File: config.mk
export PLATFORM = sky130hd
export DESIGN_NAME = lc3b_mem_responder
export DESIGN_NICKNAME = d
export VERILOG_FILES = /design/src/rtl/lc3b_mem_responder.sv
export SDC_FILE = /design/constraint.sdc
export NUM_CORES = 2
export LEC_CHECK = 0
export BUFFER_PORTS_ARGS = -buffer_cell sky130_fd_sc_hd__buf_2
export CAP_MARGIN = 20
export CORE_UTILIZATION = 60
export CTS_BUF_LIST = sky130_fd_sc_hd__clkbuf_8
export CTS_CLUSTER_SIZE = 8
export DETAILED_ROUTE_END_ITERATION = 10
export PLACE_DENSITY = 0.76
export SETUP_SLACK_MARGIN = 0.1
export SLEW_MARGIN = 5
export SYNTH_ARGS = -nofsm -noshare
export SYNTH_HDL_FRONTEND = slang
export SYNTH_SLANG_ARGS = --single-unit
File: constraint.sdc
create_clock -name clk -period 7.7 [get_ports clk]
set_input_delay 1.54 -clock clk [delete_from_list [all_inputs] [get_ports clk]]
set_output_delay 1.54 -clock clk [all_outputs]
set_load 0.05 [all_outputs]
File: src/rtl/lc3b_mem_responder.sv
// lc3b_mem_responder
// Memory-side responder for the LC-3b mem_read/mem_write/mem_resp handshake.
// It models a word-organised RAM with byte-write masking and a fixed response
// latency. It also provides a sticky protocol-error flag and a counter of
// completed transactions.
//
// state | meaning
// ------+--------------------------------------------------------------
// IDLE  | waiting for mem_read or mem_write; a request is accepted here
// WAIT  | latency countdown; the cnt terminal count moves to RESP
// RESP  | one-cycle mem_resp pulse; request lines are not sampled
//
// Ports:
//   clk             clock; all state changes on the rising edge
//   rst_n           synchronous active-low reset
//   mem_read        read request
//   mem_write       write request
//   mem_byte_enable write mask (bit0 -> [7:0], bit1 -> [15:8])
//   mem_address     byte address; word index is mem_address[ADDR_BITS:1]
//   mem_wdata       write data
//   mem_resp        one-cycle completion pulse (registered)
//   mem_rdata       read data; held until the next read completes (registered)
//   proto_err       sticky protocol-violation flag
//   xact_count      completed-transaction count, wraps at 0xFFFF
module lc3b_mem_responder #(
  parameter int ADDR_BITS = 8,
  parameter int LATENCY   = 3
) (
  input  logic        clk,
  input  logic        rst_n,
  input  logic        mem_read,
  input  logic        mem_write,
  input  logic [1:0]  mem_byte_enable,
  input  logic [15:0] mem_address,
  input  logic [15:0] mem_wdata,
  output logic        mem_resp,
  output logic [15:0] mem_rdata,
  output logic        proto_err,
  output logic [15:0] xact_count
);

  localparam logic [1:0] ST_IDLE = 2'd0;
  localparam logic [1:0] ST_WAIT = 2'd1;
  localparam logic [1:0] ST_RESP = 2'd2;

  localparam int         DEPTH    = 1 << ADDR_BITS;
  localparam bit         LAT1     = (LATENCY == 1);
  localparam logic [3:0] CNT_LOAD = (LATENCY > 1) ? 4'(LATENCY - 2) : 4'd0;

  logic [1:0]           state;
  logic [3:0]           cnt;
  logic                 op_wr;
  logic [ADDR_BITS-1:0] op_idx;
  logic [15:0]          op_wdata;
  logic [1:0]           op_be;
  logic [15:0]          mem_array [DEPTH];

  logic                 req;
  logic                 accept;
  logic                 complete;
  logic                 c_wr;
  logic [ADDR_BITS-1:0] c_idx;
  logic [15:0]          c_wdata;
  logic [1:0]           c_be;

  assign req    = mem_read | mem_write;
  assign accept = (state == ST_IDLE) && req;

  // The completion edge is the edge that enters RESP. With LATENCY=1 this is
  // also the acceptance edge. At that edge the latched fields are not loaded
  // yet, so the live inputs are used instead.
  assign complete = (LAT1 && accept) || ((state == ST_WAIT) && (cnt == 4'd0));

  always_comb begin
    c_wr    = op_wr;
    c_idx   = op_idx;
    c_wdata = op_wdata;
    c_be    = op_be;
    if (state == ST_IDLE) begin
      c_wr    = mem_write;
      c_idx   = mem_address[ADDR_BITS:1];
      c_wdata = mem_wdata;
      c_be    = mem_byte_enable;
    end
  end

  always_ff @(posedge clk) begin
    if (!rst_n) begin
      state      <= ST_IDLE;
      cnt        <= 4'd0;
      mem_resp   <= 1'b0;
      mem_rdata  <= 16'h0000;
      proto_err  <= 1'b0;
      xact_count <= 16'h0000;
    end else begin
      mem_resp <= complete;
      if (complete && !c_wr) begin
        mem_rdata <= mem_array[c_idx];
      end
      case (state)
        ST_IDLE: begin
          if (req) begin
            // Read and write together is treated as a write; odd addresses are
            // served with bit 0 ignored. Both cases flag an error.
            if ((mem_read && mem_write) || mem_address[0]) begin
              proto_err <= 1'b1;
            end
            if (LAT1) begin
              state <= ST_RESP;
            end else begin
              state <= ST_WAIT;
              cnt   <= CNT_LOAD;
            end
          end
        end
        ST_WAIT: begin
          if (cnt == 4'd0) begin
            state <= ST_RESP;
          end else begin
            cnt <= cnt - 4'd1;
          end
        end
        ST_RESP: begin
          state      <= ST_IDLE;
          xact_count <= xact_count + 16'd1;
        end
        default: state <= ST_IDLE;
      endcase
    end
  end

  // Transaction fields are latched at acceptance. Inputs are ignored until
  // the transaction returns to IDLE.
  always_ff @(posedge clk) begin
    if (accept) begin
      op_wr    <= mem_write;
      op_idx   <= mem_address[ADDR_BITS:1];
      op_wdata <= mem_wdata;
      op_be    <= mem_byte_enable;
    end
  end

  // Array contents survive reset. A reset on the completion edge aborts the
  // write.
  always_ff @(posedge clk) begin
    if (rst_n && complete && c_wr) begin
      if (c_be[0]) mem_array[c_idx][7:0]  <= c_wdata[7:0];
      if (c_be[1]) mem_array[c_idx][15:8] <= c_wdata[15:8];
    end
  end

endmodule

==> impl_metrics.yaml <==
worst_hold_path:
  hp-class: "flip-flop to flip-flop"
  min_from: "proto_err"
finish:
  final_cell_area_um2: 169000
  final_cells: 13000
  area_delta_synth_final_pct: 9.20
  nNetsFinal: 9334
  nFillCells: 16400
  drive_gt1_share_pct: 10.4
flow_run:
  maxCapViolations: 0
clock_tree:
  cts_tree: "yes"
  post_cts_buffers: 0
  clock_latency_ns: 1.07
  hold_buffers: 0
  root_buffer: "clkbuf_8"
  cts_made_buffers: 628
  cts.sinks: 4163
  cts-resized-gates: 0
  cts.path.max_buffers: 4
  path_clk_slew_ns: 0.06
  htree_levels: 6
routing:
  drt_iter0_drc: 13900
  drc: 0
  vias: 90600
  via_per_inst: 6.97
  wl_per_cell_um: 30.7
  drt_pass1_iterations: 7
  wirelength_um: 399000
  ant_nets: 0
worst_setup_path:
  cp_top_family: "compound AO/OA/AOI/OAI gates"
  worstSetupPathType: "flip-flop to flip-flop"
  required_ns: 8.60
  critPathBufInv: 2
  cp-end-kind: "flip-flop"
  path_cells: "or2_1, o21ai_4, buf_4, buf_4, a22oi_1, a21oi_1, o41ai_1, a41oi_1, nor4_1, a21oi_1"
  slowest_delay_ns: 0.92
  worstPathMaxFanout: 60
  cp-startpoint: "state[0]"
  cp_slowest_cell: "o41ai_1"
  crit_arrival_ns: 6.25
  worstReg2RegStart: "state[0]"
  start_kind: "flip-flop"
sta:
  min_period_ns: 5.35
  timing.final.crit_share_pct: 69.5
  timing.fmax_mhz: 187
  maxSlewViolCount: 0
  rsz0062_at_grt: "false"
  tightest_slew_ns: 1.36
  finalHoldViolCount: 0
  relSlewSlack_pct: 8.74
  finClkSkew_ns: 0.0607
  finalSetupViolCount: 0
  setup_tns_ns: 0
synth:
  synth.most_common_cell: "edfxtp_1"
  ys_seq_area_share_pct: 80.6
  synth.largest_area_cell: "edfxtp_1"
  synth-edff-count: 4123
  netlist_instances: 9096
  ys.flop_type: "edfxtp_1"
  netlist_area_um2: 155000
  synth.area.top_cells: "edfxtp_1, a22oi_1, a21oi_1"
  async_flop_share_pct: 0
  synth_commonest_cells: "edfxtp_1, a22oi_1, a21oi_1"
  synth_cell_type_count: 48
  syn_avg_cell_area_um2: 17.0
  yosysWarningCount: 0
  ys_ff_latch: 4163
  syn-num-nets: 9136
  yosysTopAreaCellShare_pct: 80.0
power:
  total_leakage_power_nw: 50.9
  pwr_density_cell_nw_per_um2: 284
  peakVddDrop_mv: 0.249
placed_design:
  hpwl_um: 224000
  gp_congestion: 0.880
  portBuffers: 64
  dp.cells: 12000
  dpl_cell_area_um2: 159000
floorplanning:
  core_um2: 257000
  io_pins: 72
  die_w_um: 510
  num_rows: 186
  initial_core_util_pct: 60.3
  die_h_um: 510
  fp.dieArea_um2: 260000
grt:
  grt-ovfl-total: 0
  grt_pass1_wl_um: 577000
  grt_pass1_vias: 88400
  grt_max_degree: 195
  antenna_found_initial: 12
  grt_use_total_pct: 30.3
run_status:
  outcome: "finished clean"
-- cell usage in the layout (no fill, tap or decap), drive strengths merged, types with 4 or more instances in the layout --
cell type / count
a21boi: 5
a21oi: 1059
a221oi: 10
a22oi: 2048
a41oi: 28
and2: 12
buf: 256
clkbuf: 641
clkinv: 38
clkinvlp: 23
dfxtp: 40
diode: 10
edfxtp: 4123
inv: 245
nand2: 91
nand2b: 14
nand3: 43
nand3b: 4
nand4: 24
nor2: 518
nor4: 49
o21a: 8
o21ai: 39
o221ai: 10
o22ai: 8
o31ai: 5
o41ai: 214
or3: 8
xnor2: 12
-- area by class of cell --
type / instances / area (um^2) / area share (%)
Tap cell: 3384 / 4230 / 2.51
Clock buffer: 640 / 8810 / 5.21
Inverter: 11 / 41.3 / 0.0244
Antenna cell: 10 / 25.0 / 0.0148
Multi-Input combinational cell: 4233 / 27200 / 16.1
Timing Repair Buffer: 257 / 2610 / 1.55
Clock inverter: 296 / 1360 / 0.804
Sequential cell: 4163 / 125000 / 73.8
-- report_power, final --
group,switching [mW],internal [mW]
Sequential,0.0465,26.1
Combinational,4.90,1.36
Clock,7.98,7.62
-- cell families after synthesis --
logic type | count (synthesis) | share of synthesized area (%)
buffers and inverters | 700 | 2.07
AOI/OAI and AO/OA | 3441 | 15.1
muxes | 1 | 0.00647
xor gates and xnor gates | 13 | 0.0736
adders and majority gates | 2 | 0.0162
and+or+nand+nor | 776 | 2.14
DFF | 4163 | 80.6
-- flip-flops by register name, summed over array words and instances (netlist names) --
signal / flops
op_idx: 8
state: 2
proto_err: 1
mem_resp: 1
xact_count: 16
mem_array: 4096
op_wdata: 16
op_be: 2
op_wr: 1
cnt: 4
mem_rdata: 16
-- final timing paths --
| check | endpoint | depth (start not counted) | slack [ns] |
|---|---|---|---|
| max | mem_rdata[5] | 10 | 2.35 |
| min | proto_err | 1 | 0.46 |
| max reg2reg | mem_rdata[5] | 10 | 2.35 |
| min reg2reg | proto_err | 1 | 0.46 |
-- per-stage QoR --
step / setup slack [ns] / power (mW) / util (%) / hold WS [ns]
after floorplan: 2.11 / 30.5 / - / 0.478
after global placement: 2.06 / 32.5 / 61.7 / 0.454
after detailed placement: 2.10 / 32.7 / 61.8 / 0.457
after CTS: 2.55 / 47.9 / 65.7 / 0.470
after global routing: 2.34 / 49.2 / 65.8 / 0.488
final: 2.35 / 48.0 / 65.8 / 0.461
-- metal layers --
layer  vias up  wire length, um  track usage, %
li1      37900                -               -
met1     44700           140000            40.6
met2      6932           188000            47.1
met3      1037            47800            6.23
met4         8            23200            16.8
met5         -               53               0
No activity file was read; power rests on OpenSTA's default activity.
